==> src/rtl/mra_controller.sv <==
// Work-list fetch stage: issues one credited memory read per entry, buffers the
// in-order responses and streams them to the WIP-side consumer.
module mra_controller #(
  parameter int ADDR_WIDTH  = 64,
  parameter int WL_LEN_BITS = 8,
  parameter int DATA_WIDTH  = 64,
  parameter int ENTRY_BYTES = 8,
  parameter int FIFO_DEPTH  = 4
) (
  input  logic                   clk_i,
  input  logic                   rst_i,
  input  logic                   start_dispatch_i,
  input  logic [ADDR_WIDTH-1:0]  WL_addr_i,
  input  logic [WL_LEN_BITS-1:0] WL_len_i,
  output logic                   mem_req_valid_o,
  input  logic                   mem_req_ready_i,
  output logic [ADDR_WIDTH-1:0]  mem_req_addr_o,
  input  logic                   mem_resp_valid_i,
  input  logic [DATA_WIDTH-1:0]  mem_resp_data_i,
  output logic                   wl_entry_valid_o,
  output logic [DATA_WIDTH-1:0]  wl_entry_data_o,
  input  logic                   wl_entry_ready_i,
  output logic                   busy_o,
  output logic                   fetch_done_o
);

  localparam int PW = $clog2(FIFO_DEPTH);
  localparam int CW = PW + 1;
  localparam logic [ADDR_WIDTH-1:0]  STRIDE       = ADDR_WIDTH'(ENTRY_BYTES);
  localparam logic [CW-1:0]          FULL_CREDITS = CW'(FIFO_DEPTH);
  localparam logic [WL_LEN_BITS-1:0] LEN_ONE      = WL_LEN_BITS'(1);

  typedef enum logic [1:0] {IDLE, ISSUE, DRAIN} state_t;

  state_t                 state_q, state_d;
  logic [ADDR_WIDTH-1:0]  baseAddr_q, baseAddr_d;
  logic [WL_LEN_BITS-1:0] reqIdx_q, reqIdx_d;
  logic [WL_LEN_BITS-1:0] remaining_q, remaining_d;
  logic [WL_LEN_BITS-1:0] toDeliver_q, toDeliver_d;
  logic [CW-1:0]          credits_q, credits_d;
  logic [CW-1:0]          count_q, count_d;
  logic [PW-1:0]          wrPtr_q, wrPtr_d;
  logic [PW-1:0]          rdPtr_q, rdPtr_d;
  logic [DATA_WIDTH-1:0]  fifoMem_q [FIFO_DEPTH];
  logic                   reqValid_q, reqValid_d;
  logic [ADDR_WIDTH-1:0]  reqAddr_q, reqAddr_d;
  logic                   entryValid_q, entryValid_d;
  logic [DATA_WIDTH-1:0]  entryData_q, entryData_d;
  logic                   busy_q, busy_d;
  logic                   fetchDone_q, fetchDone_d;
  logic                   reqFire, popFire, pushEn;

  always_comb begin
    reqFire = reqValid_q & mem_req_ready_i;
    popFire = entryValid_q & wl_entry_ready_i;
    pushEn  = mem_resp_valid_i & (state_q != IDLE);

    state_d     = state_q;
    baseAddr_d  = baseAddr_q;
    reqIdx_d    = reqIdx_q;
    remaining_d = remaining_q;
    toDeliver_d = toDeliver_q;
    fetchDone_d = 1'b0;

    credits_d = credits_q - CW'(reqFire) + CW'(popFire);
    count_d   = count_q + CW'(pushEn) - CW'(popFire);
    wrPtr_d   = wrPtr_q + PW'(pushEn);
    rdPtr_d   = rdPtr_q + PW'(popFire);
    if (popFire) toDeliver_d = toDeliver_q - LEN_ONE;

    unique case (state_q)
      IDLE: begin
        if (start_dispatch_i) begin
          if (WL_len_i != '0) begin
            baseAddr_d  = WL_addr_i;
            reqIdx_d    = '0;
            remaining_d = WL_len_i;
            toDeliver_d = WL_len_i;
            state_d     = ISSUE;
          end else begin
            fetchDone_d = 1'b1;
          end
        end
      end
      ISSUE: begin
        if (reqFire) begin
          reqIdx_d    = reqIdx_q + LEN_ONE;
          remaining_d = remaining_q - LEN_ONE;
          if (remaining_q == LEN_ONE) state_d = DRAIN;
        end
      end
      DRAIN: begin
        if (toDeliver_d == '0) begin
          fetchDone_d = 1'b1;
          state_d     = IDLE;
        end
      end
      default: state_d = IDLE;
    endcase

    // Outputs are registered copies of the next-cycle view, so the head slot
    // picks up a same-cycle write only once it has landed in the FIFO.
    reqValid_d   = (state_d == ISSUE) && (credits_d != '0);
    reqAddr_d    = baseAddr_d + ADDR_WIDTH'(reqIdx_d) * STRIDE;
    busy_d       = (state_d != IDLE);
    entryValid_d = (count_d != '0);
    entryData_d  = entryData_q;
    if (count_d != '0) begin
      if (pushEn && (wrPtr_q == rdPtr_d)) entryData_d = mem_resp_data_i;
      else                                entryData_d = fifoMem_q[rdPtr_d];
    end
  end

  always_ff @(posedge clk_i) begin
    if (rst_i) begin
      state_q      <= IDLE;
      baseAddr_q   <= '0;
      reqIdx_q     <= '0;
      remaining_q  <= '0;
      toDeliver_q  <= '0;
      credits_q    <= FULL_CREDITS;
      count_q      <= '0;
      wrPtr_q      <= '0;
      rdPtr_q      <= '0;
      reqValid_q   <= 1'b0;
      reqAddr_q    <= '0;
      entryValid_q <= 1'b0;
      entryData_q  <= '0;
      busy_q       <= 1'b0;
      fetchDone_q  <= 1'b0;
    end else begin
      state_q      <= state_d;
      baseAddr_q   <= baseAddr_d;
      reqIdx_q     <= reqIdx_d;
      remaining_q  <= remaining_d;
      toDeliver_q  <= toDeliver_d;
      credits_q    <= credits_d;
      count_q      <= count_d;
      wrPtr_q      <= wrPtr_d;
      rdPtr_q      <= rdPtr_d;
      reqValid_q   <= reqValid_d;
      reqAddr_q    <= reqAddr_d;
      entryValid_q <= entryValid_d;
      entryData_q  <= entryData_d;
      busy_q       <= busy_d;
      fetchDone_q  <= fetchDone_d;
    end
  end

  // Credits bound occupancy, so the storage needs no full check or reset.
  always_ff @(posedge clk_i) begin
    if (pushEn) fifoMem_q[wrPtr_q] <= mem_resp_data_i;
  end

  assign mem_req_valid_o  = reqValid_q;
  assign mem_req_addr_o   = reqAddr_q;
  assign wl_entry_valid_o = entryValid_q;
  assign wl_entry_data_o  = entryData_q;
  assign busy_o           = busy_q;
  assign fetch_done_o     = fetchDone_q;

endmodule

==> config.mk <==
export PLATFORM = sky130hd
export DESIGN_NAME = mra_controller
export DESIGN_NICKNAME = d
export VERILOG_FILES = /design/src/rtl/mra_controller.sv
export SDC_FILE = /design/constraint.sdc
export NUM_CORES = 1
export LEC_CHECK = 0
export CAP_MARGIN = 5
export CORE_MARGIN = 8
export CORE_UTILIZATION = 45
export DETAILED_ROUTE_END_ITERATION = 6
export PLACE_DENSITY = 0.68
export SYNTH_ARGS = -nofsm -noshare
export SYNTH_HDL_FRONTEND = slang
export SYNTH_SLANG_ARGS = --single-unit
==> constraint.sdc <==
create_clock -name clk_i -period 15.58 [get_ports clk_i]
set_clock_uncertainty 0.1 [all_clocks]
set_input_delay 2.337 -clock clk_i [delete_from_list [all_inputs] [get_ports clk_i]]
set_output_delay 2.337 -clock clk_i [all_outputs]
set_load 0.1 [all_outputs]
Word-level counts from Yosys, hierarchy flattened
Memories as Yosys holds them, arrays and structs flattened. A register that Yosys moved wholly into a read port is not among the register bits.
Index checks and enable logic that the tools add are counted.
W data, S select, Z words.

cells by class
  add/sub/neg operators = 10
  equal/unequal tests = 7
  multiplexer cells = 27
  bitwise operators = 3
  reductions and logical operators = 10

operator list
  kind                   number
  $mux W64               3
  $mux W8                10
  $add A64 B11 Y64       1
  $pmux W8 S2            2
  $sub A8 B1 Y8 const B  2
  $mux W2                5
  $add A8 B1 Y8 const B  1
  $eq A8 B1 Y1 const B   1
  $logic_not A8 Y1       1
  $reduce_bool A8 Y1     1
  $add A3 B1 Y3          2
  $ne A2 B2 Y1 const B   3
  $pmux W2 S3            1
  $reduce_bool A2 Y1     3
  $reduce_bool A3 Y1     2
  $sub A3 B1 Y3          2
  $mux W1                5
  $add A2 B1 Y2          2
  $eq A2 B1 Y1 const B   2
  $reduce_and A4 Y1      1
  $and A1 B1 Y1          3
  $eq A2 B2 Y1 const B   1
  $logic_not A2 Y1       1
  $pmux W1 S2            1
  $logic_and A1 B1 Y1    1

storage, ports and cells
  bits in registers = 168
  memory bits (writable) = 256
  input port bits = 142
  output and inout port bits = 132
  word-level logic and storage cells = 72
  memories kept = 1

memory list
  name       words  width  read ports  clocked after Yosys merged registers in  wr ports  line  RTL
  fifoMem_q  4      64     1           1                                        1         44    logic [DATA_WIDTH-1:0] fifoMem_q [FIFO_DEPTH];

Longest topological paths before layout
Gate-level depths: netlist (run 1).

  depth in word-level cells = 7
  mapped depth = 20
  depth with buffers taken out = 15

Worst setup path before layout (run 1)
No wires, ideal clock.

  kind = input-to-reg
  from = in mem_resp_valid_i
  to = mem fifoMem_q[1][0] (enable)
  arrival = 7.207 ns
  required time = 14.902 ns
  setup slack = 7.695 ns
  cell stages on the path = 2
  path through = o21ai_0 -> nor3b_1

on the way
  word-level cells in the longest chain between the ends = 3

ends and longest elaborated chain
  item                           line  RTL
  start, declared                18    input logic mem_resp_valid_i,
  $and A1 B1 Y1                  56    pushEn = mem_resp_valid_i & (state_q != IDLE);
  $mux W1                        152   if (pushEn) fifoMem_q[wrPtr_q] <= mem_resp_data_i;
  $mux W1 (not written as such)  152
  end, declared                  44

Every way passes these cells.

Worst setup path in the final report (run 1)
  from = in WL_len_i[4]
  to = reg reqAddr_q[51] (netlist: mem_req_addr_o[51])

on the way
  word-level cells in the longest chain between the ends = 5
  elaborated cells on any way between the ends = 8
  classes of those cells = 1 x add/sub; 6 x mux; 1 x reduce/logical

ends and longest elaborated chain
  item                     line  RTL
  start, declared          14    input logic [WL_LEN_BITS-1:0] WL_len_i,
  $reduce_bool A8 Y1       74    if (WL_len_i != '0) begin
  $mux W64                 74
  $mux W64                 73    if (start_dispatch_i) begin
  $mux W64                 71    unique case (state_q)
  named net baseAddr_d[3]  36    logic [ADDR_WIDTH-1:0] baseAddr_q, baseAddr_d;
  $add A64 B11 Y64         104   reqAddr_d = baseAddr_d + ADDR_WIDTH'(reqIdx_d) * STRIDE;
  end signal, assigned     142   reqAddr_q <= reqAddr_d;
  end, declared            46    logic [ADDR_WIDTH-1:0] reqAddr_q, reqAddr_d;

The timed path passes the listed nets, and every way through them passes these cells.
A chain may end at the register's enable or synchronous reset.

==> impl_metrics.ini, run 1 <==
[cts]
cts_buffer_depth = 3
tritoncts = yes
cts_buffers = 51
path_clk_slew_ps = 60
htree_levels = 2
cts_hold_buffers = 0
clock-sinks = 485
post_cts_buffers = 0
clockRootBuffer = clkbuf_16
clkLatencyLatePin_ps = 600
cts_resized = 0

[logic_synthesis]
synth-warning-count = 0
synth_common_cells = edfxtp_1, dfxtp_1, nand2_1, nor2_1, mux2i_1
ys_seq_area_share_pct = 61.1
yosysTopAreaCellShare_pct = 38.3
yosys-top-cells-area = edfxtp_1, dfxtp_1, mux4_2
yosys.area.top_type = edfxtp_1
synthFlopType = edfxtp_1
async_flop_share_pct = 0
synthCells = 1601
yosysUniqueCellTypes = 67
yosysMostFrequentCell = edfxtp_1
netlist_area_sq_um = 20100
syn-num-nets = 1764
avgSynthCellArea_sq_um = 12.5
ys_seq_elements = 485
synth_edf_count = 256

[setup_path]
critPathBufInv = 4
crit_path_start_kind = primary input
critPathMaxFanout = 70
slowest_delay_ps = 670
worstPathRequired_ps = 15920
cp-end-kind = flip-flop
worstPathArrival_ps = 6990
path_cells = clkdlybuf4s50_1 > or4_1 > o21ai_4 > buf_4 > nand2_1 > nand2_1 > ha_1 > inv_1 > fa_1 > nor2b_1 > o21ai_0 > a211oi_1 > o21ai_1 > buf_4 > nor4_1 > xor2_1 > nor2_1
crit_path_top_delay_cell = buf_4
path_delay_family = buffers and inverters
worstSetupPathType = in -> reg

[grt]
track_usage_pct = 19.0
grt.overflow.total = 0
grt_max_degree = 103
antenna_found_initial = 6
grt_pass1_vias = 13600
grt_pass1_wl_mm = 77.5

[drt]
finalWirelength_mm = 50.2
first_pass_iters = 5
drt_iter0_drc = 1178
num_vias = 13500
wire_per_inst_um = 20.2
drc = 0
avgViaCountPerCell = 5.43
ant_nets = 0

[power]
power.static_leakage_uw = 0.00924
ir_drop_mv = 0.212
p_per_area_nw_per_um2 = 161

[placement]
post-place-ws_ps = 8300
hpwl_mm = 32.4
gp_congestion = 0.907
portBuffers = 273

[floorplan]
core-area_sq_um = 44100
io_pins = 274
die_h_um = 227
rows = 77
die-width_um = 227
start_util_pct = 45.5
die-area_sq_um = 51600

[timing]
fin_tns_setup_ps = 0
hold_viol = 0
fin_crit_sh_pct = 42.6
worst_pin_slew_ps = 1080
period_needed_ps = 6640
rsz0062_at_grt = false
finalWorstSetupSlack_ps = 8940
fmax_mhz = 150
worst_hold_slack_ps = 352
slew_violations = 0
slew_headroom_pct = 27.9
setup_viol = 0

[finish]
antennaDiodeCount = 0
syn_to_final_growth_pct = 25.0
final_net_count = 2018
drive_gt1_share_pct = 9.54

[hold_path]
min_path_type = reg -> reg

[job]
cap_violations = 0

[status]
status = finished clean
-- logic make-up after synthesis --
group / synth area share [%]
buffers and inverters: 2.23
multiplexers: 13.4
AND/OR/NAND/NOR: 12.5
flip-flops: 61.1
XOR/XNOR: 3.32
adder cells (fa/ha/maj): 1.42
AO/OA/AOI/OAI: 6.00
-- routing by layer --
| metal | track usage [%] | vias up | part of all wire, % | wire, um |
|---|---|---|---|---|
| li1 | - | 6398 | - | - |
| met1 | 25.4 | 6596 | 44 | 22100 |
| met2 | 30.8 | 436 | 46 | 23200 |
| met3 | 4.57 | 73 | 7.7 | 3880 |
| met4 | 5.11 | 10 | 1.8 | 899 |
| met5 | 0 | - | 0.16 | 80 |
-- registers in the layout, indices dropped and copies added, names as in the netlist --
name              flops
wrPtr_q               2
mem_req_addr_o       61
wl_entry_data_o      64
wl_entry_valid_o      1
count_q               3
busy_o                1
state_q               2
reqIdx_q              8
rdPtr_q               2
mem_req_valid_o       1
remaining_q           8
credits_q             3
baseAddr_q           64
fetch_done_o          1
toDeliver_q           8
fifoMem_q           256
-- area by class of cell --
type                    count  area, sq um
flip-flops and latches    485        12300
fillers                  3685        19000
inverters                  18         67.6
repair buffers            286         2830
well taps                 592          741
clock inverters            20          240
clock buffers              76         1500
multi-input cells        1013         7440
-- path summary, 6_finish.rpt --
| path | to | start | cells after the start | slack, ps |
|---|---|---|---|---|
| max | mem_req_addr_o[51] | WL_len_i[4] | 17 | 8940 |
| min | wl_entry_data_o[1] | wl_entry_data_o[1] | 2 | 350 |
| max reg2reg | mem_req_addr_o[51] | state_q[1] | 16 | 10830 |
| min reg2reg | wl_entry_data_o[1] | wl_entry_data_o[1] | 2 | 350 |
-- worst register-to-register path: stages (launching register included) --
cell      delay [ps]
dfxtp_1          420
nor3b_4          530
a21boi_4         270
buf_4            580
nand2_1          180
nand2_1          100
ha_1             170
inv_1             60
fa_1             370
nor2b_1          150
o21ai_0          120
a211oi_1         590
o21ai_1          150
buf_4            240
nor4_1           360
xor2_1           180
nor2_1            60
-- through the flow --
step           instance area [sq um]  power (uW)  std cells  utilization [%]
2_1_floorplan                  20100        2490       1601                -
3_3_place_gp                   23300        2820       2394             52.9
3_5_place_dp                   23300        2830       2394             52.9
4_1_cts                        25100        4080       2490             56.9
5_1_grt                        25100        4200       2490             56.9
6_report                       25100        4040       2490             56.9
-- report_power, final --
| part | switching (uW) | internal (uW) | leakage [uW] |
|---|---|---|---|
| Clock | 502 | 737 | 0.000852 |
| Sequential | 66.9 | 1450 | 0.00420 |
| Combinational | 886 | 389 | 0.00418 |
-- cells in the final DEF (no fill, tap or decap), types with 8 or more instances in the layout --
master / synthesis / layout
mux4_2: 64 / 64
dfxtp_1: 229 / 229
edfxtp_1: 256 / 256
o21ai_0: 89 / 88
clkbuf_1: 45 / 14
clkdlybuf4s50_1: 0 / 272
nand2_1: 169 / 169
a31oi_1: 8 / 8
xor2_1: 36 / 35
clkbuf_8: 0 / 9
nor2b_1: 14 / 14
and4_1: 9 / 9
a211oi_1: 11 / 11
mux2i_1: 124 / 124
nor2_1: 167 / 165
buf_4: 5 / 14
nor4_1: 12 / 12
nor3_1: 27 / 26
clkbuf_16: 0 / 53
inv_1: 18 / 18
ha_1: 18 / 17
xnor2_1: 40 / 40
nand4_1: 28 / 28
a22oi_1: 8 / 8
a21oi_1: 43 / 43
nand3_1: 35 / 34
and3_1: 29 / 28
(Power assumes the default switching activity.)
==> run 2: changes to the inputs <==
==> constraint.sdc (replaced) <==
create_clock -name clk_i -period 6.89 [get_ports clk_i]
set_clock_uncertainty 0.1 [all_clocks]
set_input_delay 1.0335 -clock clk_i [delete_from_list [all_inputs] [get_ports clk_i]]
set_output_delay 1.0335 -clock clk_i [all_outputs]
set_load 0.1 [all_outputs]
==> run 2 against run 1 <==
Against the previous run:
- design area barely moved
- first-iteration DRC count decreased by 4.6%
- sequential cell count did not move
- largest power group unchanged
- critical path type unchanged
- sequential power rose by 130%
- routed wire length down 0.85%
- critical endpoint is now mem_req_addr_o[57]
==> impl_metrics.ini, run 2 (same netlist as run 1, synthesis figures left out) <==
[cts]
htree_levels = 2
cts_buffers = 50
post_cts_buffers = 0
clkLatencyLatePin_ps = 590
cts_buffer_depth = 3
cts_hold_buffers = 0
clock-sinks = 485
clockRootBuffer = clkbuf_16
path_clk_slew_ps = 60
tritoncts = yes
cts_resized = 0

[timing]
finalWorstSetupSlack_ps = 1780
worst_pin_slew_ps = 1060
rsz0062_at_grt = false
setup_viol = 0
period_needed_ps = 5110
fin_tns_setup_ps = 0
fin_crit_sh_pct = 74.2
slew_violations = 0
hold_viol = 0
fmax_mhz = 196
slew_headroom_pct = 29.4

[floorplan]
io_pins = 274
rows = 77
die-area_sq_um = 51600
start_util_pct = 45.5
die_h_um = 227
die-width_um = 227
core-area_sq_um = 44100

[grt]
antenna_found_initial = 7
grt_pass1_vias = 13800
grt_pass1_wl_mm = 77.4
track_usage_pct = 19.0
grt.overflow.total = 0
grt_max_degree = 115

[setup_path]
worstSetupPathType = in -> reg
critPathMaxFanout = 22
critPathBufInv = 3
worstPathArrival_ps = 5450
slowest_delay_ps = 610
cp-end-kind = flip-flop
crit_path_start_kind = primary input
path_cells = clkdlybuf4s50_1 > or4_1 > o21ai_4 > nand2_1 > nand2_1 > ha_1 > inv_1 > fa_1 > nor2b_1 > o21ai_0 > a211oi_1 > o21ai_1 > buf_4 > nor4_1 > xor2_1 > nor2_1
worstPathRequired_ps = 7230
cpMostUsedCell = nand2_1
path_delay_family = compound AO/OA/AOI/OAI gates
crit_path_top_delay_cell = or4_1

[finish]
largest_reg_flops = 256
antennaDiodeCount = 0
layout_commonest_cell = clkdlybuf4s50_1
regMostFlops = fifoMem_q
final_net_count = 2020
drive_gt1_share_pct = 9.90
fin_cells = 2491
syn_to_final_growth_pct = 24.9
final_util_pct = 56.8
layout_common_cells = clkdlybuf4s50_1, edfxtp_1, dfxtp_1, nand2_1, nor2_1

[drt]
num_vias = 13600
first_pass_iters = 5
wire_per_inst_um = 20.0
avgViaCountPerCell = 5.47
ant_nets = 0
finalWirelength_mm = 49.8
drt_iter0_drc = 1124
drc = 0

[status]
status = finished clean

[hold_path]
min_path_type = reg -> reg

[power]
power_uw = 9030
p_per_area_nw_per_um2 = 360
ir_drop_mv = 0.395
power.static_leakage_uw = 0.00924

[placement]
portBuffers = 273
dp.cells = 2397
gp_congestion = 0.911
post-place-ws_ps = 1220
hpwl_mm = 32.5

[job]
cap_violations = 0
-- run 2: cell count changes in the layout (fill, tap and decap cells not counted), sizes merged --
cell      delta
bufinv       -2
clkinvlp     -1
clkbuf       -3
inv          -1
buf          +3
clkinv       +5
-- run 2: cell type report --
type | count | area, sq um
fillers | 3701 | 19100
flip-flops and latches | 485 | 12300
repair buffers | 289 | 2860
well taps | 592 | 741
clock buffers | 73 | 1480
inverters | 18 | 67.6
clock inverters | 21 | 209
multi-input cells | 1013 | 7440
-- run 2: power breakdown --
part / internal (uW) / total [uW] / switching (uW)
logic: 890 / 2890 / 2000
clock network: 1570 / 2690 / 1120
registers: 3290 / 3440 / 153
total: 5750 / 9030 / 3270
-- run 2: per-stage QoR --
step	hold slack [ps]	cell area (sq um)
5_1_grt	376	25100
6_report	349	25100
4_1_cts	355	25100
3_5_place_dp	341	23400
3_3_place_gp	337	23400
2_1_floorplan	337	20100
-- run 2: tightest hold or removal path: cells and delay by family (launching register included) --
family / cells / cell delay, ps
simple gates: 1 / 40
compound gates: 1 / 50
flops: 1 / 320
-- run 2: routing by layer --
layer / global-route usage (%) / vias to the layer above / wire, um
met5: 0 / - / 100
met4: 5.65 / 14 / 1150
met3: 4.43 / 104 / 3770
met2: 31.3 / 447 / 23500
met1: 24.7 / 6668 / 21200
li1: - / 6395 / -
-- run 2: worst paths after layout --
path / start / endpoint / slack (ps) / cells past startpoint
worst max-delay path: WL_len_i[5] / mem_req_addr_o[57] / 1780 / 16
worst min-delay path: wl_entry_data_o[27] / wl_entry_data_o[27] / 350 / 2
worst max register to register: state_q[1] / mem_req_addr_o[57] / 2360 / 16
worst min register to register: wl_entry_data_o[27] / wl_entry_data_o[27] / 350 / 2
